--- src/rtl/pwm_multicanal.sv ---
// pwm_multicanal: C-channel PWM sharing one prescaler and period counter, edge or center aligned,
// with shadow/active duty buffering reloaded only at period boundaries.
module pwm_multicanal #(
  parameter int R = 6,
  parameter int N = 3,
  parameter int C = 4,
  localparam int SW = (C > 1) ? $clog2(C) : 1
) (
  input  logic          clk,
  input  logic          reset,
  input  logic          enable,
  input  logic          align,
  input  logic          duty_we,
  input  logic [SW-1:0] duty_sel,
  input  logic [R-1:0]  duty_in,
  output logic [C-1:0]  pwm_out,
  output logic          period_tick
);
  localparam int PW = (N > 1) ? $clog2(N) : 1;
  localparam logic [R-1:0] MAX = '1;
  logic [PW-1:0] pre_q, pre_d;
  logic [R-1:0]  cnt_q, cnt_d;
  logic          dir_q, dir_d, mode_q, mode_d;
  logic [R-1:0]  shadow_q [C];
  logic [R-1:0]  shadow_d [C];
  logic [R-1:0]  active_q [C];
  logic [R-1:0]  active_d [C];
  logic [C-1:0]  pwm_d;
  logic          tick, boundary;
  always_comb begin
    tick = enable && (pre_q == PW'(N - 1));
    // dir_q=1 means counting down; the center boundary is the step from 1 to 0
    boundary = tick && (mode_q ? (dir_q && cnt_q == R'(1)) : (cnt_q == MAX));
    pre_d = (!enable || tick) ? '0 : pre_q + 1'b1;
    cnt_d = (!enable || boundary) ? '0
          : !tick ? cnt_q
          : (mode_q && (dir_q || cnt_q == MAX)) ? cnt_q - 1'b1
          : cnt_q + 1'b1;
    dir_d = (!enable || boundary) ? 1'b0 : (tick && mode_q && cnt_q == MAX) ? 1'b1 : dir_q;
    mode_d = (!enable || boundary) ? align : mode_q;
    for (int k = 0; k < C; k++) begin
      shadow_d[k] = (duty_we && duty_sel == SW'(k)) ? duty_in : shadow_q[k];
      // while idle, active follows the shadow so the first enabled period is already current
      active_d[k] = !enable ? shadow_d[k] : boundary ? shadow_q[k] : active_q[k];
      pwm_d[k] = enable && (cnt_q < active_q[k]);
    end
  end
  always_ff @(posedge clk) begin
    if (reset) begin
      pre_q       <= '0;
      cnt_q       <= '0;
      dir_q       <= 1'b0;
      mode_q      <= 1'b0;
      shadow_q    <= '{default: '0};
      active_q    <= '{default: '0};
      pwm_out     <= '0;
      period_tick <= 1'b0;
    end else begin
      pre_q       <= pre_d;
      cnt_q       <= cnt_d;
      dir_q       <= dir_d;
      mode_q      <= mode_d;
      shadow_q    <= shadow_d;
      active_q    <= active_d;
      pwm_out     <= pwm_d;
      period_tick <= boundary;
    end
  end
endmodule

--- config.mk ---
export PLATFORM = sky130hd
export DESIGN_NAME = pwm_multicanal
export DESIGN_NICKNAME = d
export VERILOG_FILES = /design/src/rtl/pwm_multicanal.sv
export SDC_FILE = /design/constraint.sdc
export NUM_CORES = 1
export LEC_CHECK = 0
export CAP_MARGIN = 20
export CORE_ASPECT_RATIO = 1.2
export CORE_MARGIN = 2
export CORE_UTILIZATION = 59
export CTS_CLUSTER_SIZE = 8
export DETAILED_ROUTE_END_ITERATION = 16
export GPL_ROUTABILITY_DRIVEN = 0
export PLACE_DENSITY = 0.85
export SYNTH_ARGS = -nofsm -noshare
export SYNTH_HDL_FRONTEND = slang
export SYNTH_SLANG_ARGS = --single-unit
--- constraint.sdc ---
create_clock -name clk -period 2.68 [get_ports clk]
set_input_delay 0.804 -clock clk [delete_from_list [all_inputs] [get_ports clk]]
set_output_delay 0.804 -clock clk [all_outputs]
set_load 0.02 [all_outputs]
==> results of run 1 <==
final cells by class:
cell class              instances  area [sq um]  share of cell area
clock inverters                 5          32.5             0.00938
inverters                      25          93.8              0.0270
well taps                      60          75.1              0.0216
multi-input cells             210          1600               0.460
repair buffers                 28           260              0.0750
flip-flops and latches         63          1260               0.364
clock buffers                  11           151              0.0436
flip-flops by register name (all words and copies together) (netlist names):
name and count:
mode_q 1, pre_q 2, cnt_q 6, active_q 24
pwm_out 4, period_tick 1, shadow_q 24, dir_q 1
per-layer routing:
metal	GRT usage	part of all wire	up-vias
li1	-	-	1178
met1	0.311	0.45	1161
met2	0.400	0.51	38
met3	0.0619	0.026	12
met4	0.107	0.018	0
met5	0	0	-
cell families (layout without fill, tap and decap cells):
logic type	count (synthesis)	after routing	synth area share
AND/OR/NAND/NOR	97	97	0.159
flip-flops	63	63	0.406
AO/OA/AOI/OAI	58	58	0.160
buffers and inverters	40	69	0.0794
multiplexers	27	27	0.0871
adder cells (fa/ha/maj)	24	24	0.0968
XOR/XNOR	4	4	0.0113
stage by stage:
stage | utilization | instance area [sq um] | setup WS [ns] | power [mW] | hold slack, ns
after floorplan | - | 3100 | 0.567 | 1.11 | 0.397
after global placement | 0.656 | 3290 | 0.238 | 1.15 | 0.408
after detailed placement | 0.656 | 3290 | 0.192 | 1.16 | 0.419
after CTS | 0.693 | 3470 | 0.474 | 1.91 | 0.430
after global routing | 0.693 | 3470 | 0.372 | 1.97 | 0.453
final | 0.693 | 3470 | 0.469 | 1.90 | 0.424
worst max path at each step:
stage	cells past startpoint	endpoint	from
after global placement	5	active_q[11]	duty_sel[0]
after CTS	8	active_q[17]	cnt_q[1]
final	8	active_q[15]	cnt_q[1]
after global routing	7	active_q[18]	cnt_q[1]
after floorplan	7	active_q[0]	enable
after detailed placement	5	active_q[11]	duty_sel[0]
where the power goes:
group          internal [mW]  switching [mW]  total [mW]  leakage [nW]
sequential             0.964          0.0161       0.980         0.511
clock                  0.382           0.377       0.760        0.0873
combinational         0.0741          0.0879       0.162         0.816
total                   1.42           0.481        1.90          1.41
cell usage in the layout (no fill, tap or decap), drive strengths merged, types with 2 or more instances in the layout:
cell type      count
a211o              4
a21o              13
a21oi              6
a221o             18
a221oi             6
a31oi              5
buf               12
clkbuf            11
clkdlybuf4s50     16
clkinv             2
clkinvlp           3
dfxtp             63
ha                24
inv               25
mux2i             27
nand2              6
nand2b             7
nand3              5
nand3b             2
nor2              43
nor3              21
nor3b              2
nor4               2
xnor2              2
xor2               2
==> results_dict.tcl, run 1 <==
set metrics [dict create \
    antenna_left 0 \
    hold_viol_final 0 \
    synth_area_leaders "dfxtp_1 41%, ha_1 9.7%, mux2i_1 8.7%" \
    cpPeakStageDelay_ns 0.55 \
    layout-drive-gt1-share 0.140 \
    cts_hold_buf 0 \
    portBuffers 17 \
    grt_pass1_wl_um 11200 \
    start_util 0.619 \
    startpoint_type "flop" \
    yosysWarnings 0 \
    dr.pass1.iters 5 \
    ff2ff_path_depth 8 \
    yosys.area.top_type_share 0.406 \
    ctsResizeCount 0 \
    worstSetupPathType "flop to flop" \
    crit_path_max_fanout 19 \
    clock_sinks 63 \
    worstHoldPathCells 1 \
    p_leak_nw 1.41 \
    relSlewSlack 0.694 \
    die-area_sq_um 5860 \
    syn_area_sq_um 3100 \
    die_w_um 70.2 \
    fillCellCount 381 \
    cp_cell_sequence "inv_1, ha_1, or3b_4, o22ai_4, and2b_4, nor2b_4, buf_12, a221o_2" \
    pin_count 18 \
    wl_per_cell_um 16.6 \
    fin_crit_ns 2.21 \
    root_buffer "clkbuf_8" \
    netlist_top_cells_count "63 x dfxtp_1, 43 x nor2_1, 27 x mux2i_1" \
    htree_num_levels 3 \
    hpwl_um 4710 \
    synth-async-reset-ratio 0 \
    synth_edf_count 0 \
    synthCells 313 \
    grt_pass1_vias 2345 \
    ys_types 43 \
    cts_buffers 9 \
    synth_ff_type "dfxtp_1" \
    hold_end "pre_q[0]" \
    syn-num-nets 350 \
    clk_path_buf_depth 2 \
    vias 2389 \
    avgViaCountPerCell 5.94 \
    dp_cells 386 \
    reg2reg_to "active_q[15]" \
    syn_avg_cell_area_sq_um 9.91 \
    setup_viol 0 \
    totalWireLength_um 6690 \
    worstPathArrival_ns 2.44 \
    timing.rr.start "cnt_q[1]" \
    core-area_sq_um 5010 \
    final_nets 374 \
    synth_largest_area_cell "dfxtp_1" \
    dr.first_iter.drc_count 141 \
    crit_buf_inv 2 \
    rrSetupSlack_ns 0.47 \
    critPathCaptureType "flop" \
    slew_violations 0 \
    postCtsSetupBuffers 0 \
    syn_to_final_growth_pct 11.8 \
    power.density_nw_per_um2 548 \
    max-cap-violations 0 \
    seq_area_frac_synth 0.406 \
    grt_max_degree 49 \
    finalNonFillerCells 402 \
    n_antenna_cell 0 \
    min_from "pre_q[0]" \
    gr-total-overflow 0 \
    row_count 28 \
    tritoncts "yes" \
    clk_pin_slew_ns 0.07 \
    skew_ns 0.0114 \
    min_path_type "flop to flop" \
    status "complete, no violations" \
    synthMostInstantiatedCell "dfxtp_1" \
    setup_tns_ns 0 \
    ys_seq_elements 63 \
    die_h_um 83.4 \
    rsz0062_at_grt "false" \
    track_usage 0.247 \
    drc 0 \
    antenna_found_initial 0 \
    crit_family "simple AND/OR/NAND/NOR gates" \
    fmax_mhz 452 \
    clock_latency_ns 0.34 \
    cp.required_ns 2.91 \
    slowest_stage "dfxtp_1" \
    fin_crit_sh 0.825 \
    worst_slew_pin_slew_ns 0.458 \
    ir_drop_v 0.000345 \
]
No activity file was read; power rests on OpenSTA's default activity.
==> inputs of run 2 (changes only) <==
clock period = 2.3 ns   (was 2.68 ns; I/O delays follow)
==> run 2 against run 1 <==
  * Critical path depth fell by 2
  * Clock power increased by 24%
  * Combinational power up 23%
  * Clock skew is 0.0031 ns lower
  * Final cell count is 2.0% higher
  * Sequential power is 16% higher
  * Sequential cell count did not move
  * Critical endpoint is now active_q[5]
  * Largest cell class unchanged
==> results_dict.tcl, run 2 (synthesis results as in run 1) <==
set metrics [dict create \
    dr.pass1.iters 5 \
    finalNonFillerCells 410 \
    fin_crit_ns 2.11 \
    fmax_mhz 473 \
    worst_slew_pin_slew_ns 0.475 \
    startpoint_type "flop" \
    die_w_um 70.2 \
    core-area_sq_um 5010 \
    postPlaceCellArea_sq_um 3370 \
    ff2ff_path_depth 6 \
    avgViaCountPerCell 5.94 \
    ctsResizeCount 0 \
    grt_pass1_wl_um 11500 \
    multi_input_comb_area_sq_um 1600 \
    n_antenna_cell 0 \
    hold_viol_final 0 \
    critPathCaptureType "flop" \
    tritoncts "yes" \
    ir_drop_v 0.000723 \
    rsz0062_at_grt "false" \
    p_leak_nw 1.47 \
    max-cap-violations 0 \
    seq_area_sq_um 1260 \
    row_count 28 \
    grt_max_degree 47 \
    cpPeakStageDelay_ns 0.51 \
    die-area_sq_um 5860 \
    status "complete, no violations" \
    wl_per_cell_um 16.5 \
    cts_buffers 9 \
    die_h_um 83.4 \
    clk_pin_slew_ns 0.07 \
    mostFrequentLayoutCell "dfxtp_1" \
    cp_cell_sequence "ha_1, or3b_4, o22ai_4, a21oi_1, buf_4, a221o_2" \
    clk_path_buf_depth 2 \
    root_buffer "clkbuf_8" \
    final_util 0.711 \
    reg.largest.list "active_q (24), shadow_q (24), cnt_q (6)" \
    portBuffers 17 \
    cts_hold_buf 0 \
    antenna_found_initial 0 \
    hpwl_um 4800 \
    gr-total-overflow 0 \
    worstHoldPathCells 1 \
    dp_cells 394 \
    track_usage 0.248 \
    postCtsSetupBuffers 0 \
    min_path_type "flop to flop" \
    relSlewSlack 0.683 \
    final_nets 382 \
    cp.required_ns 2.53 \
    start_util 0.619 \
    skew_ns 0.00829 \
    vias 2434 \
    power.density_nw_per_um2 641 \
    pin_count 18 \
    grt_pass1_vias 2346 \
    worstSetupPathType "flop to flop" \
    antenna_left 0 \
    crit_path_max_fanout 14 \
    slew_violations 0 \
    syn_to_final_growth_pct 14.8 \
    clock_sinks 63 \
    fin_area_sq_um 3560 \
    clock_latency_ns 0.34 \
    fillCellCount 371 \
    worstPathArrival_ns 2.34 \
    htree_num_levels 3 \
    totalWireLength_um 6760 \
    drc 0 \
    fin_crit_sh 0.919 \
    setup_viol 0 \
    slowest_stage "dfxtp_1" \
    layout-drive-gt1-share 0.151 \
    dr.first_iter.drc_count 153 \
    layout_common_cells "63 x dfxtp_1, 43 x nor2_1, 27 x mux2i_1" \
]
-- run 2: cell count changes in the layout (fill, tap and decap cells not counted) --
cell	previous run	this run
buf_12	1	3
buf_4	10	16
bufinv_16	0	1
clkbuf_1	0	3
clkbuf_8	11	10
clkinv_2	2	1
clkinvlp_4	3	1
-- run 2: area by class of cell --
cell class                 count  area share
multi-input combinational    210       0.448
sequential                    63       0.354
timing repair buffer          36      0.0969
clock buffer                  13      0.0418
inverter                      25      0.0263
tap                           60      0.0211
clock inverter                 3      0.0119
-- run 2: per-stage QoR --
stage	total power, mW	hold slack, ns	setup WS [ns]	setup TNS, ns
6_report	2.28	0.430	0.187	0
5_1_grt	2.37	0.451	0.0689	0
4_1_cts	2.30	0.433	0.197	0
3_5_place_dp	1.36	0.420	-0.0126	-0.0156
3_3_place_gp	1.36	0.407	0.0391	0
2_1_floorplan	1.29	0.397	0.301	0
-- run 2: metal layers --
metal / up-vias / wire length [um] / global-route usage
met4: 0 / 121 / 0.119
met2: 56 / 3490 / 0.416
li1: 1187 / - / -
met5: - / 0 / 0
met1: 1181 / 2900 / 0.310
met3: 10 / 246 / 0.0364
-- run 2: power by group --
group	leakage [nW]	internal [mW]	total, mW	switching, mW
Combinational	0.866	0.0947	0.199	0.104
Sequential	0.511	1.12	1.14	0.0192
Clock	0.0936	0.529	0.941	0.412
Total	1.47	1.75	2.28	0.535
-- run 2: path summary, 6_finish.rpt --
path / from / endpoint / slack [ns]
max: cnt_q[0] / active_q[5] / 0.19
min: pre_q[0] / pre_q[0] / 0.43
max reg2reg: cnt_q[0] / active_q[5] / 0.19
min reg2reg: pre_q[0] / pre_q[0] / 0.43
-- run 2: critical path: cells and delay by family, from the launching register on --
kind	cells	cell delay, ns
buffers and inverters	1	0.22
AOI/OAI and AO/OA	3	0.68
DFF	1	0.51
adders and majority gates	1	0.21
and+or+nand+nor	1	0.39
==> inputs of run 3 (changes only) <==
==> constraint.sdc (replaced) <==
create_clock -name clk -period 2.3 [get_ports clk]
set_input_delay 0.345 -clock clk [delete_from_list [all_inputs] [get_ports clk]]
set_output_delay 0.345 -clock clk [all_outputs]
set_load 0.02 [all_outputs]
==> run 3 against run 2 <==
  * Fmax down 0.63%
  * First-iteration DRC count shrank 11%
  * Critical path type unchanged
  * Global-route usage is 0.52 points lower
  * Clock-buffer cell count shrank 2
  * Largest cell class unchanged
  * Critical endpoint is now active_q[20]
==> results_dict.tcl, run 3 (synthesis results as in run 1) <==
set metrics [dict create \
    status "complete, no violations" \
    reg.largest.list "active_q (24), shadow_q (24), cnt_q (6)" \
    ff2ff_path_depth 8 \
    n_antenna_cell 0 \
    clock_sinks 63 \
    portBuffers 17 \
    avgViaCountPerCell 5.97 \
    p_leak_nw 1.44 \
    critPathCaptureType "flop" \
    skew_ns 0.00964 \
    die_w_um 70.2 \
    cp.required_ns 2.53 \
    setup_tns_ns 0 \
    setup_viol 0 \
    final_nets 376 \
    worst_slack_ns 0.174 \
    final_util 0.698 \
    layout-drive-gt1-share 0.143 \
    seq_area_sq_um 1260 \
    fin_crit_sh 0.924 \
    worst_slew_pin_slew_ns 0.534 \
    core-area_sq_um 5010 \
    rsz0062_at_grt "false" \
    startpoint_type "flop" \
    crit_path_max_fanout 15 \
    postCtsSetupBuffers 0 \
    antenna_found_initial 0 \
    dr.pass1.iters 4 \
    totalWireLength_um 6640 \
    grt_pass1_wl_um 11200 \
    relSlewSlack 0.643 \
    rrSetupSlack_ns 0.17 \
    cts_hold_buf 0 \
    pin_count 18 \
    dr.first_iter.drc_count 136 \
    mostFrequentLayoutCell "dfxtp_1" \
    timing.rr.start "cnt_q[1]" \
    vias 2407 \
    max-cap-violations 0 \
    htree_num_levels 3 \
    die_h_um 83.4 \
    crit_path_end "active_q[20]" \
    ir_drop_v 0.000575 \
    reg2reg_to "active_q[20]" \
    tritoncts "yes" \
    slew_violations 0 \
    grt_max_degree 45 \
    start_util 0.619 \
    min_path_type "primary input to flop" \
    fin_crit_ns 2.13 \
    row_count 28 \
    layout_common_cells "63 x dfxtp_1, 43 x nor2_1, 27 x mux2i_1" \
    clock_latency_ns 0.35 \
    die-area_sq_um 5860 \
    fillCellCount 398 \
    p_total_mw 2.29 \
    antenna_left 0 \
    hpwl_um 4700 \
    power.density_nw_per_um2 656 \
    worstSetupPathType "flop to flop" \
    clk_path_buf_depth 2 \
    syn_to_final_growth_pct 12.7 \
    crit_start "cnt_q[1]" \
    cts_buffers 9 \
    grt_pass1_vias 2427 \
    worstPathArrival_ns 2.36 \
    dp_slack_ns 0.185 \
    track_usage 0.243 \
    ctsResizeCount 0 \
    fmax_mhz 470 \
    root_buffer "clkbuf_8" \
    gr-total-overflow 0 \
    multi_input_comb_area_sq_um 1600 \
    clk_pin_slew_ns 0.07 \
    wl_per_cell_um 16.5 \
    drc 0 \
    hold_viol_final 0 \
]
run 3: report_power, final:
| group | switching (mW) | total, mW | internal [mW] |
|---|---|---|---|
| sequential | 0.0192 | 1.14 | 1.12 |
| clock | 0.414 | 0.961 | 0.547 |
| combinational | 0.103 | 0.189 | 0.0862 |
run 3: stage by stage:
| stage | area, sq um | hold WS (ns) | instances |
|---|---|---|---|
| after global placement | 3300 | 0.408 | 388 |
| after CTS | 3500 | 0.275 | 403 |
| after global routing | 3500 | 0.299 | 403 |
| final | 3500 | 0.287 | 403 |
| after floorplan | 3100 | 0.397 | 313 |
| after detailed placement | 3300 | 0.434 | 388 |
run 3: area by class of cell:
type	count	share of cell area
inverters	25	0.0268
clock buffers	11	0.0433
multi-input cells	210	0.456
clock inverters	4	0.0129
flip-flops and latches	63	0.361
well taps	60	0.0215
repair buffers	30	0.0787
run 3: how the worst min path moves through the flow:
stage	startpoint	to	slack, ns	cells past startpoint
finish	reset	mode_q	0.29	2
global route	reset	active_q[23]	0.30	2
CTS	reset	mode_q	0.28	2
detailed placement	pre_q[0]	pre_q[0]	0.43	1
global placement	pre_q[0]	pre_q[0]	0.41	1
floorplan	pre_q[0]	pre_q[0]	0.40	1
run 3: layer usage:
layer | GRT usage | vias to the layer above | routed length, um
li1 | - | 1180 | -
met1 | 0.281 | 1156 | 2880
met2 | 0.410 | 57 | 3320
met3 | 0.0692 | 14 | 298
met4 | 0.114 | 0 | 147
met5 | 0 | - | 0
run 3: worst max-delay path: stages (launching register included):
cell     delay (ns)
dfxtp_1        0.50
inv_1          0.11
ha_1           0.18
or3b_4         0.24
o22ai_4        0.08
and2b_4        0.21
nor2b_4        0.15
buf_12         0.15
a221o_2        0.37
